File: config.mk
export PLATFORM = sky130hd
export DESIGN_NAME = keypad_time_entry_flat
export DESIGN_NICKNAME = d
export VERILOG_FILES = /design/src/rtl/keypad_time_entry_pkg.sv /design/src/rtl/keypad_time_entry_if.sv /design/src/rtl/keypad_time_entry_key_edge_filter.sv /design/src/rtl/keypad_time_entry.sv /design/src/flat_wrapper.sv
export SDC_FILE = /design/constraint.sdc
export NUM_CORES = 1
export LEC_CHECK = 0
export CAP_MARGIN = 40
export CORE_MARGIN = 2
export CORE_UTILIZATION = 55
export CTS_CLUSTER_SIZE = 12
export DETAILED_ROUTE_END_ITERATION = 10
export DONT_BUFFER_PORTS = 1
export HOLD_SLACK_MARGIN = 0.08
export PLACE_DENSITY = 0.72
export SYNTH_ARGS = -nofsm -noshare
export SYNTH_HDL_FRONTEND = slang
export SYNTH_SLANG_ARGS = --single-unit
export TNS_END_PERCENT = 50
File: constraint.sdc
create_clock -name clk -period 2 [get_ports clk]
set_input_delay 0.2 -clock clk [delete_from_list [all_inputs] [get_ports clk]]
set_output_delay 0.2 -clock clk [all_outputs]
set_load 0.005 [all_outputs]
File: src/rtl/keypad_time_entry_pkg.sv
`default_nettype none
// ============================================================================
// Module   : mw_pkg
// Brief    : Shared types and constants for the keypad time-entry front end
//            of the countdown timer chain.
// Revision : 1.0 - initial release
// ============================================================================
package mw_pkg;

  // Width of one BCD digit and of the full MM:SS buffer
  localparam int BCD_W = 4;
  localparam int BUF_W = 4 * BCD_W;

  // Largest keypad code that counts as a digit
  localparam logic [BCD_W-1:0] KEY_MAX_DIGIT = 4'd9;

  // Number of digits the buffer can hold
  localparam logic [2:0] MAX_DIGITS = 3'd4;

  // Default one-touch cook time (30 s)
  localparam logic [BUF_W-1:0] QUICK_TIME_DEFAULT = 16'h0030;

  // Controller state encoding
  typedef enum logic [2:0] {
    S_IDLE  = 3'd0,
    S_ENTRY = 3'd1,
    S_LOAD  = 3'd2,
    S_RUN   = 3'd3,
    S_PAUSE = 3'd4
  } state_t;

  // True when a keypad code is a decimal digit
  function automatic logic is_digit(input logic [BCD_W-1:0] code);
    return (code <= KEY_MAX_DIGIT);
  endfunction

endpackage
`default_nettype wire

File: src/rtl/keypad_time_entry_if.sv
`default_nettype none
// ============================================================================
// Module   : keypad_time_entry_if
// Brief    : Keypad / control inputs and counter-chain control outputs of the
//            time-entry block, bundled with master and slave views.
// Revision : 1.0 - initial release
// ============================================================================
interface keypad_time_entry_if;
  import mw_pkg::*;

  logic             key_valid;
  logic [BCD_W-1:0] key_code;
  logic             start;
  logic             stop;
  logic             chain_tc;
  logic [BUF_W-1:0] data;
  logic             loadn;
  logic             cnt_en;
  logic             cnt_clrn;
  logic             running;
  logic             done;
  logic             err;

  // Driver of keypad/control inputs, observer of the counter controls
  modport master (
    output key_valid, key_code, start, stop, chain_tc,
    input  data, loadn, cnt_en, cnt_clrn, running, done, err
  );

  // The time-entry controller itself
  modport slave (
    input  key_valid, key_code, start, stop, chain_tc,
    output data, loadn, cnt_en, cnt_clrn, running, done, err
  );

endinterface
`default_nettype wire

File: src/rtl/keypad_time_entry_key_edge_filter.sv
`default_nettype none
// ============================================================================
// Module   : key_edge_filter
// Brief    : Turns the keypad "key held" level into a one-cycle strobe on its
//            rising edge, qualified so only digit codes 0-9 get through.
// Revision : 1.0 - initial release
// ============================================================================
module key_edge_filter
  import mw_pkg::*;
(
  input  wire logic             clk,
  input  wire logic             clrn,
  input  wire logic             i_key_valid,
  input  wire logic [BCD_W-1:0] i_key_code,
  output logic                  o_digit_strobe,
  output logic [BCD_W-1:0]      o_digit_code
);

  logic r_key_prev;
  logic w_rise;

  // Remember last cycle's key level so a held key fires only once
  always_ff @(posedge clk or negedge clrn) begin
    if (!clrn) begin
      r_key_prev <= 1'b0;
    end else begin
      r_key_prev <= i_key_valid;
    end
  end

  assign w_rise         = i_key_valid & ~r_key_prev;
  assign o_digit_strobe = w_rise & is_digit(i_key_code);
  assign o_digit_code   = i_key_code;

endmodule
`default_nettype wire

File: src/rtl/keypad_time_entry.sv
`default_nettype none
// ============================================================================
// Module   : keypad_time_entry
// Brief    : Collects keypad digits into an MM:SS BCD buffer (shift-in from the
//            right) and sequences the BCD down-counter chain through entry,
//            load, run, pause and finish.
// Revision : 1.0 - initial release
// ============================================================================
module keypad_time_entry
  import mw_pkg::*;
#(
  parameter logic [BUF_W-1:0] QUICK_TIME   = QUICK_TIME_DEFAULT,
  parameter logic [BCD_W-1:0] MAX_SEC_TENS = 4'd5
)(
  input wire logic           clk,
  input wire logic           clrn,
  keypad_time_entry_if.slave bus
);

  state_t           r_state;
  state_t           w_state_nxt;
  logic [BUF_W-1:0] r_buf;
  logic [BUF_W-1:0] w_buf_nxt;
  logic [2:0]       r_cnt;
  logic [2:0]       w_cnt_nxt;

  logic             w_dig;
  logic [BCD_W-1:0] w_code;
  logic             w_reject;
  logic             w_err;
  logic             w_done;
  logic             w_clr;

  logic             r_loadn;
  logic             r_run;
  logic             r_cnt_clrn;
  logic             r_done;
  logic             r_err;

  key_edge_filter u_key_edge_filter (
    .clk            (clk),
    .clrn           (clrn),
    .i_key_valid    (bus.key_valid),
    .i_key_code     (bus.key_code),
    .o_digit_strobe (w_dig),
    .o_digit_code   (w_code)
  );

  // A start is refused for an empty time or an impossible seconds-tens digit
  assign w_reject = (r_buf[7:4] > MAX_SEC_TENS) || (r_buf == '0);

  // Next-state, buffer update and one-cycle pulse decisions
  always_comb begin
    w_state_nxt = r_state;
    w_buf_nxt   = r_buf;
    w_cnt_nxt   = r_cnt;
    w_err       = 1'b0;
    w_done      = 1'b0;
    w_clr       = 1'b0;
    case (r_state)
      S_IDLE: begin
        // stop does nothing here; start beats a simultaneous key
        if (!bus.stop) begin
          if (bus.start) begin
            w_buf_nxt   = QUICK_TIME;
            w_state_nxt = S_LOAD;
          end else if (w_dig) begin
            w_buf_nxt   = {r_buf[BUF_W-BCD_W-1:0], w_code};
            w_cnt_nxt   = 3'd1;
            w_state_nxt = S_ENTRY;
          end
        end
      end
      S_ENTRY: begin
        if (bus.stop) begin
          w_buf_nxt   = '0;
          w_cnt_nxt   = 3'd0;
          w_state_nxt = S_IDLE;
        end else if (bus.start) begin
          if (w_reject) begin
            w_err = 1'b1;
          end else begin
            w_state_nxt = S_LOAD;
          end
        end else if (w_dig && (r_cnt < MAX_DIGITS)) begin
          w_buf_nxt = {r_buf[BUF_W-BCD_W-1:0], w_code};
          w_cnt_nxt = r_cnt + 3'd1;
        end
      end
      S_LOAD: begin
        w_state_nxt = S_RUN;
      end
      S_RUN: begin
        // Reaching zero outranks a late stop
        if (bus.chain_tc) begin
          w_done      = 1'b1;
          w_buf_nxt   = '0;
          w_cnt_nxt   = 3'd0;
          w_state_nxt = S_IDLE;
        end else if (bus.stop) begin
          w_state_nxt = S_PAUSE;
        end
      end
      S_PAUSE: begin
        if (bus.stop) begin
          w_clr       = 1'b1;
          w_buf_nxt   = '0;
          w_cnt_nxt   = 3'd0;
          w_state_nxt = S_IDLE;
        end else if (bus.start) begin
          w_state_nxt = S_RUN;
        end
      end
      default: begin
        w_buf_nxt   = '0;
        w_cnt_nxt   = 3'd0;
        w_state_nxt = S_IDLE;
      end
    endcase
  end

  // State, buffer and digit-count registers
  always_ff @(posedge clk or negedge clrn) begin
    if (!clrn) begin
      r_state <= S_IDLE;
      r_buf   <= '0;
      r_cnt   <= 3'd0;
    end else begin
      r_state <= w_state_nxt;
      r_buf   <= w_buf_nxt;
      r_cnt   <= w_cnt_nxt;
    end
  end

  // Control outputs registered from the decision so they line up with the state
  always_ff @(posedge clk or negedge clrn) begin
    if (!clrn) begin
      r_loadn    <= 1'b1;
      r_run      <= 1'b0;
      r_cnt_clrn <= 1'b1;
      r_done     <= 1'b0;
      r_err      <= 1'b0;
    end else begin
      r_loadn    <= (w_state_nxt != S_LOAD);
      r_run      <= (w_state_nxt == S_RUN);
      r_cnt_clrn <= ~w_clr;
      r_done     <= w_done;
      r_err      <= w_err;
    end
  end

  assign bus.data     = r_buf;
  assign bus.loadn    = r_loadn;
  assign bus.cnt_en   = r_run;
  assign bus.running  = r_run;
  assign bus.cnt_clrn = r_cnt_clrn;
  assign bus.done     = r_done;
  assign bus.err      = r_err;

endmodule
`default_nettype wire

File: src/flat_wrapper.sv
// flat-port wrapper written by rule: the top's interface ports become plain ports
module keypad_time_entry_flat import mw_pkg::*;
#(
  parameter logic [BUF_W-1:0] QUICK_TIME   = QUICK_TIME_DEFAULT,
  parameter logic [BCD_W-1:0] MAX_SEC_TENS = 4'd5
)
  (clk, clrn, bus_key_valid, bus_key_code, bus_start, bus_stop, bus_chain_tc, bus_data, bus_loadn, bus_cnt_en, bus_cnt_clrn, bus_running, bus_done, bus_err);
  keypad_time_entry_if bus_i ();
  input wire logic clk;
  input wire logic clrn;
  input wire logic [$bits(bus_i.key_valid)-1:0] bus_key_valid;
  input wire logic [$bits(bus_i.key_code)-1:0] bus_key_code;
  input wire logic [$bits(bus_i.start)-1:0] bus_start;
  input wire logic [$bits(bus_i.stop)-1:0] bus_stop;
  input wire logic [$bits(bus_i.chain_tc)-1:0] bus_chain_tc;
  output wire logic [$bits(bus_i.data)-1:0] bus_data;
  output wire logic [$bits(bus_i.loadn)-1:0] bus_loadn;
  output wire logic [$bits(bus_i.cnt_en)-1:0] bus_cnt_en;
  output wire logic [$bits(bus_i.cnt_clrn)-1:0] bus_cnt_clrn;
  output wire logic [$bits(bus_i.running)-1:0] bus_running;
  output wire logic [$bits(bus_i.done)-1:0] bus_done;
  output wire logic [$bits(bus_i.err)-1:0] bus_err;
  assign bus_i.key_valid = bus_key_valid;
  assign bus_i.key_code = bus_key_code;
  assign bus_i.start = bus_start;
  assign bus_i.stop = bus_stop;
  assign bus_i.chain_tc = bus_chain_tc;
  assign bus_data = bus_i.data;
  assign bus_loadn = bus_i.loadn;
  assign bus_cnt_en = bus_i.cnt_en;
  assign bus_cnt_clrn = bus_i.cnt_clrn;
  assign bus_running = bus_i.running;
  assign bus_done = bus_i.done;
  assign bus_err = bus_i.err;
  keypad_time_entry #(.QUICK_TIME(QUICK_TIME), .MAX_SEC_TENS(MAX_SEC_TENS)) u_core (.clk(clk), .clrn(clrn), .bus(bus_i));
endmodule
==> qor.tcl, run 1 <==
set qor(floorplan.initialDensity) 0.595
set qor(p_per_area_nw_per_um2) 1090
set qor(timing.max_cap.violations) 0
set qor(grt-ovfl-total) 0
set qor(mappedNetlistNets) 132
set qor(post_route_cells_drive_above_1_share) 0.292
set qor(fp.dieW_um) 53.6
set qor(dieHeight_um) 53.6
set qor(reg2regPathDepth) 4
set qor(cts.sink_count) 28
set qor(mostFrequentLayoutCell) {sky130_fd_sc_hd__dfrtp_1}
set qor(critical_path.reg2reg.startpoint) {u_core.r_state[1]}
set qor(timing.reg2reg.setup_slack_ns) 0.08
set qor(worst_setup_slack_after_layout_ns) 0.0771
set qor(dr.pass1.iters) 4
set qor(max-vdd-ir-drop_v) 0.000724
set qor(mostFrequentLayoutCells) {sky130_fd_sc_hd__dfrtp_1, sky130_fd_sc_hd__a22o_2, sky130_fd_sc_hd__nand2_1}
set qor(worst_setup_hold_path_clk_slew_ns) 0.15
set qor(worstPathMaxFanout) 6
set qor(drc) 0
set qor(finalSetupTns_ns) 0
set qor(htree_num_levels) 1
set qor(clk_path_buf_depth) 2
set qor(setup.worst_path.class) {reg -> reg}
set qor(number_of_enable_flip_flop_cells_after_synthesis) 0
set qor(num_io_pins) 32
set qor(postSynth.asyncResetShare) 1.00
set qor(synth_ff_type) {sky130_fd_sc_hd__dfrtp_1}
set qor(worst_slew_margin_relative_to_its_limit) 0.709
set qor(placementRows) 17
set qor(port_buffers) 0
set qor(postSynthAreaPerCell_um2) 11.2
set qor(grt_usage) 0.246
set qor(die_area_um2) 2870
set qor(antenna_violating_nets_post_route) 0
set qor(maxSlewViolCount) 0
set qor(initial_antenna_violation_count) 0
set qor(max_ffs_per_register) 16
set qor(post_drt_via_cell_ratio) 6.30
set qor(clk_lat_worst_skew_ns) 0.34
set qor(finalHoldViolations) 0
set qor(tritoncts) {built}
set qor(worst_hold_path.endpoint) {u_core.bus.cnt_en}
set qor(drt_iter0_markers) 27
set qor(cts.repair_timing.setup_buffer_count) 0
set qor(grt_pass1_vias) 1096
set qor(max_freq_mhz) 520
set qor(wire_length_of_the_first_global_routing_pass_um) 4970
set qor(yosysSeqAreaShare) 0.519
set qor(post-place-ws_ns) 0.0335
set qor(setup_violations) 0
set qor(critPathCaptureType) {flip-flop}
set qor(mappedNetlistArea_um2) 1350
set qor(grt_max_degree) 29
set qor(layout-area-overhead-vs-synth_pct) 17.2
set qor(final_wtd_congestion) 0.882
set qor(syn-instance-count) 121
set qor(hpwl_um) 2050
set qor(n_antenna_cell) 0
set qor(total_cts_buffers) 3
set qor(worstSetupStartpointType) {flip-flop}
set qor(post_synthesis_register_bit_count) 28
set qor(critPathRequiredTime_ns) 2.24
set qor(drt-total-wl_um) 2970
set qor(worstHoldPathType) {in -> reg}
set qor(layout.nets) 149
set qor(synth_warnings) 0
set qor(status) {completed}
set qor(r2r-end) {u_core.bus.data[4]}
set qor(timing.hold.worst.start) {bus_chain_tc}
set qor(worst-endpoint-arrival_ns) 2.16
set qor(post-route-min-period_ns) 1.92
set qor(detailroute.via_count) 1039
set qor(cellLeakagePower_nw) 0.724
set qor(tightestPinTransition_ns) 0.433
set qor(cts.root.buffer_cell) {sky130_fd_sc_hd__clkbuf_4}
set qor(post_drt_wl_per_cell_um) 18.0
set qor(period_share) 0.961
set qor(skew_ns) 0.00900
set qor(core_region_area_um2) 2280
set qor(worstHoldPathCells) 3
set qor(rsz0062_at_grt) {no}
set qor(yosysUniqueCellTypes) 41
-- where the power goes --
group	internal (mW)	switching (mW)	leakage, nW
registers	0.652	0.0997	0.373
clock network	0.203	0.168	0.0279
logic	0.294	0.320	0.323
total	1.15	0.588	0.724
-- layout make-up --
cell class              count  area, um^2
flip-flops and latches     28         704
fillers                   161         689
multi-input cells          78         581
repair buffers             20         188
well taps                  28        35.0
clock inverters             1        30.0
inverters                   7        26.3
clock buffers               3        22.5
-- kinds of logic after synthesis --
logic type               share of synthesized area
AO/OA/AOI/OAI                                0.227
AND/OR/NAND/NOR                              0.155
flip-flops                                   0.519
buffers and inverters                       0.0647
multiplexers                                0.0240
adder cells (fa/ha/maj)                    0.00924
-- how the worst max path moves through the flow --
stage	from	end	slack, ns	cells past startpoint
after floorplan	u_core.r_state[2]	u_core.bus.data[0]	0.02	7
after global placement	u_core.r_state[1]	u_core.bus.data[0]	0.08	4
after detailed placement	u_core.r_state[1]	u_core.bus.data[14]	0.03	4
after CTS	u_core.r_state[1]	u_core.bus.data[14]	0.002	4
after global routing	u_core.r_state[1]	u_core.bus.data[4]	0.02	4
final	u_core.r_state[1]	u_core.bus.data[4]	0.08	4
-- synthesized netlist by cell type (2+ instances only) --
library cell	count	area, um^2
sky130_fd_sc_hd__nand2_1	11	41.3
sky130_fd_sc_hd__nand3_1	2	10.0
sky130_fd_sc_hd__nor4_1	4	25.0
sky130_fd_sc_hd__and3_1	3	18.8
sky130_fd_sc_hd__a22o_2	14	140
sky130_fd_sc_hd__inv_1	7	26.3
sky130_fd_sc_hd__o211ai_1	2	15.0
sky130_fd_sc_hd__clkbuf_1	2	7.51
sky130_fd_sc_hd__mux2_2	2	22.5
sky130_fd_sc_hd__a31oi_1	2	12.5
sky130_fd_sc_hd__a21oi_1	4	20.0
sky130_fd_sc_hd__dfstp_2	2	52.6
sky130_fd_sc_hd__nor3b_1	2	15.0
sky130_fd_sc_hd__nor2_1	4	15.0
sky130_fd_sc_hd__buf_4	2	15.0
sky130_fd_sc_hd__dfrtp_1	26	651
sky130_fd_sc_hd__o21ai_0	6	30.0
sky130_fd_sc_hd__buf_6	3	33.8
-- metrics by stage --
stage | instance area (um^2) | utilization | power [mW] | cells | hold WS (ns)
after floorplan | 1350 | - | 1.15 | 121 | -0.0956
after global placement | 1400 | 0.613 | 1.29 | 150 | -0.0950
after detailed placement | 1400 | 0.613 | 1.31 | 150 | -0.0950
after CTS | 1570 | 0.689 | 1.71 | 165 | 0.0852
after global routing | 1590 | 0.697 | 1.85 | 165 | 0.0853
final | 1590 | 0.697 | 1.74 | 165 | 0.0917
-- repair_timing --
item | CTS | global route
hold buffers | 11 | 0
endpoints found under the hold margin | 37 | 0
setup endpoints to repair | 0 | 17
resized for setup | 0 | 5
-- worst max-delay path, cell delays in order, from the launching register on --
cell,delay (ns)
sky130_fd_sc_hd__dfrtp_2,0.47
sky130_fd_sc_hd__or4b_4,0.52
sky130_fd_sc_hd__o2111a_1,0.29
sky130_fd_sc_hd__o21bai_4,0.19
sky130_fd_sc_hd__mux2_2,0.36
-- layer usage --
layer,part of all wire,track usage
met5,0,0
met4,0.018,0.115
met3,0.050,0.0389
met2,0.50,0.412
met1,0.43,0.310
Note: power is estimated with default switching activity, not from simulation.
==> run 2, diff against run 1 <==
--- a/config.mk
+++ b/config.mk
@@ -7,12 +7,12 @@
 export LEC_CHECK = 0
 export CAP_MARGIN = 40
 export CORE_MARGIN = 2
-export CORE_UTILIZATION = 55
+export CORE_UTILIZATION = 45
 export CTS_CLUSTER_SIZE = 12
 export DETAILED_ROUTE_END_ITERATION = 10
 export DONT_BUFFER_PORTS = 1
 export HOLD_SLACK_MARGIN = 0.08
-export PLACE_DENSITY = 0.72
+export PLACE_DENSITY = 0.69
 export SYNTH_ARGS = -nofsm -noshare
 export SYNTH_HDL_FRONTEND = slang
 export SYNTH_SLANG_ARGS = --single-unit
==> run 2 against run 1 <==
  * The flow now finishes with violations (design-rule violations)
  * Sequential power decreased by 0.7%
  * Combinational power fell by 3.6%
  * First-iteration DRC count rose by 110%
  * Sequential cell count is the same
  * Die area grew 20%
  * Highest routed layer unchanged
==> qor.tcl, run 2 (synthesized netlist as in run 1, its figures left out) <==
set qor(tritoncts) {built}
set qor(worst_setup_slack_after_layout_ns) 0.0817 ;# +0.00459 ns
set qor(dieHeight_um) 58.9 ;# +9.8%
set qor(post_drt_via_cell_ratio) 6.11 ;# -2.9%
set qor(drt_iter0_markers) 56 ;# +110%
set qor(dr.pass1.iters) 8 ;# +4
set qor(cellLeakagePower_nw) 0.716 ;# -1.1%
set qor(cts.root.buffer_cell) {sky130_fd_sc_hd__clkbuf_4}
set qor(worstSetupStartpointType) {flip-flop}
set qor(fillCellCount) 250 ;# +55%
set qor(maxSlewViolCount) 0 ;# unchanged
set qor(max_ffs_per_register) 16 ;# unchanged
set qor(antenna_violating_nets_post_route) 0 ;# unchanged
set qor(finalSetupTns_ns) 0 ;# unchanged
set qor(htree_num_levels) 1 ;# unchanged
set qor(dp_cells) 152 ;# +1.3%
set qor(clk_path_buf_depth) 2 ;# unchanged
set qor(placementRows) 19 ;# +2
set qor(skew_ns) 0.00924 ;# +0.000231 ns
set qor(hpwl_um) 2060 ;# +0.67%
set qor(grt_max_degree) 29 ;# unchanged
set qor(setup_violations) 0 ;# unchanged
set qor(drc) 3 ;# +3
set qor(post-route-min-period_ns) 1.92 ;# -0.00459 ns
set qor(critPathRequiredTime_ns) 2.22 ;# -0.02 ns
set qor(timing.max_cap.violations) 0 ;# unchanged
set qor(fp.dieW_um) 58.9 ;# +9.8%
set qor(core_region_area_um2) 2810 ;# +23%
set qor(port_buffers) 0 ;# unchanged
set qor(finalHoldWorstSlack_ns) 0.117 ;# +0.0249 ns
set qor(grt-ovfl-total) 0 ;# unchanged
set qor(end_of_flow_core_utilization) 0.558 ;# -0.139
set qor(total_cts_buffers) 3 ;# unchanged
set qor(worst_slew_margin_relative_to_its_limit) 0.684 ;# -0.0257
set qor(setup.worst_path.class) {reg -> reg}
set qor(dpl-instance-area_um2) 1390 ;# -0.27%
set qor(layout.area.seq_um2) 704 ;# unchanged
set qor(period_share) 0.959 ;# -0.00230
set qor(worst_setup_hold_path_clk_slew_ns) 0.15 ;# about the same
set qor(finalHoldViolations) 0 ;# unchanged
set qor(max-vdd-ir-drop_v) 0.000491 ;# -32%
set qor(cts.sink_count) 28 ;# unchanged
set qor(tightestPinTransition_ns) 0.471 ;# +0.0382 ns
set qor(floorplan.initialDensity) 0.483 ;# -0.112
set qor(worst-endpoint-arrival_ns) 2.14 ;# -0.02 ns
set qor(stdcell_count) 168 ;# +1.8%
set qor(layout-area-overhead-vs-synth_pct) 15.7
set qor(die_area_um2) 3460 ;# +20%
set qor(worstHoldPathCells) 2 ;# -1
set qor(mostFrequentLayoutCell) {sky130_fd_sc_hd__dfrtp_1}
set qor(reg2regPathDepth) 4 ;# unchanged
set qor(rsz0062_at_grt) {no}
set qor(failed_checks) {design-rule violations}
set qor(mostFrequentLayoutCells) {sky130_fd_sc_hd__dfrtp_1, sky130_fd_sc_hd__a22o_2, sky130_fd_sc_hd__nand2_1, sky130_fd_sc_hd__dlygate4sd3_1, sky130_fd_sc_hd__buf_4}
set qor(layout.nets) 149 ;# unchanged
set qor(clk_lat_worst_skew_ns) 0.32 ;# -0.02 ns
set qor(p_per_area_nw_per_um2) 1030 ;# -6.1%
set qor(multi_input_comb_area_um2) 571 ;# -1.7%
set qor(final_cell_area_um2) 1570 ;# -1.3%
set qor(worstPathMaxFanout) 14 ;# +8
set qor(initial_antenna_violation_count) 0 ;# unchanged
set qor(status) {finished with violations}
set qor(n_antenna_cell) 0 ;# unchanged
set qor(detailroute.via_count) 1027 ;# -1.2%
set qor(wire_length_of_the_first_global_routing_pass_um) 5000 ;# +0.56%
set qor(grt_pass1_vias) 1040 ;# -5.1%
set qor(num_io_pins) 32 ;# unchanged
set qor(final_wtd_congestion) 0.887 ;# +0.61%
set qor(drt-total-wl_um) 2940 ;# -1.2%
set qor(max_freq_mhz) 521 ;# +0.24%
set qor(post_drt_wl_per_cell_um) 17.5 ;# -2.9%
set qor(worstHoldPathType) {in -> reg}
set qor(post_route_cells_drive_above_1_share) 0.285 ;# -0.00730
set qor(grt_usage) 0.190 ;# -0.0557
set qor(post-place-ws_ns) 0.0446 ;# +0.0111 ns
set qor(design_power_total_mw) 1.61 ;# -7.3%
set qor(critPathCaptureType) {flip-flop}
[run 2: final timing paths]
kind | startpoint | end | slack [ns]
worst max-delay path | u_core.r_state[1] | u_core.bus.data[2] | 0.08
max in group asynchronous | clrn | u_core.bus.cnt_clrn | 1.48
worst min register to register | u_core.r_cnt[0] | u_core.r_cnt[0] | 0.56
worst max register to register | u_core.r_state[1] | u_core.bus.data[2] | 0.08
min in group asynchronous | clrn | u_core.bus.err | 0.30
worst min-delay path | bus_stop | u_core.bus.cnt_clrn | 0.12
[run 2: layout make-up]
type | count | share of cell area
Sequential cell | 28 | 0.450
Clock buffer | 4 | 0.0232
Timing Repair Buffer | 20 | 0.121
Inverter | 7 | 0.0168
Tap cell | 31 | 0.0248
Multi-Input combinational cell | 78 | 0.364
[run 2: metal layers]
metal | global-route usage | vias to the layer above | routed length [um]
met1 | 0.256 | 505 | 1310
met2 | 0.297 | 28 | 1430
met4 | 0.0812 | 0 | 46
li1 | - | 490 | -
met5 | 0 | - | 0
met3 | 0.0396 | 4 | 143
[run 2: power by group]
| group | internal (mW) | switching (mW) |
|---|---|---|
| clock | 0.111 | 0.160 |
| combinational | 0.274 | 0.318 |
| sequential | 0.652 | 0.0952 |
[run 2: timing repair]
action	CTS	global route
setup buffers	0	0
endpoints found under the hold margin	37	0
setup endpoints to repair	0	15
resized for setup	0	3
hold buffers	12	0
[run 2: worst max-delay path, stage by stage, from the launching register on]
cell	delay (ns)
sky130_fd_sc_hd__dfrtp_1	0.44
sky130_fd_sc_hd__or4b_4	0.53
sky130_fd_sc_hd__o2111a_1	0.27
sky130_fd_sc_hd__and4b_2	0.33
sky130_fd_sc_hd__a22o_2	0.24
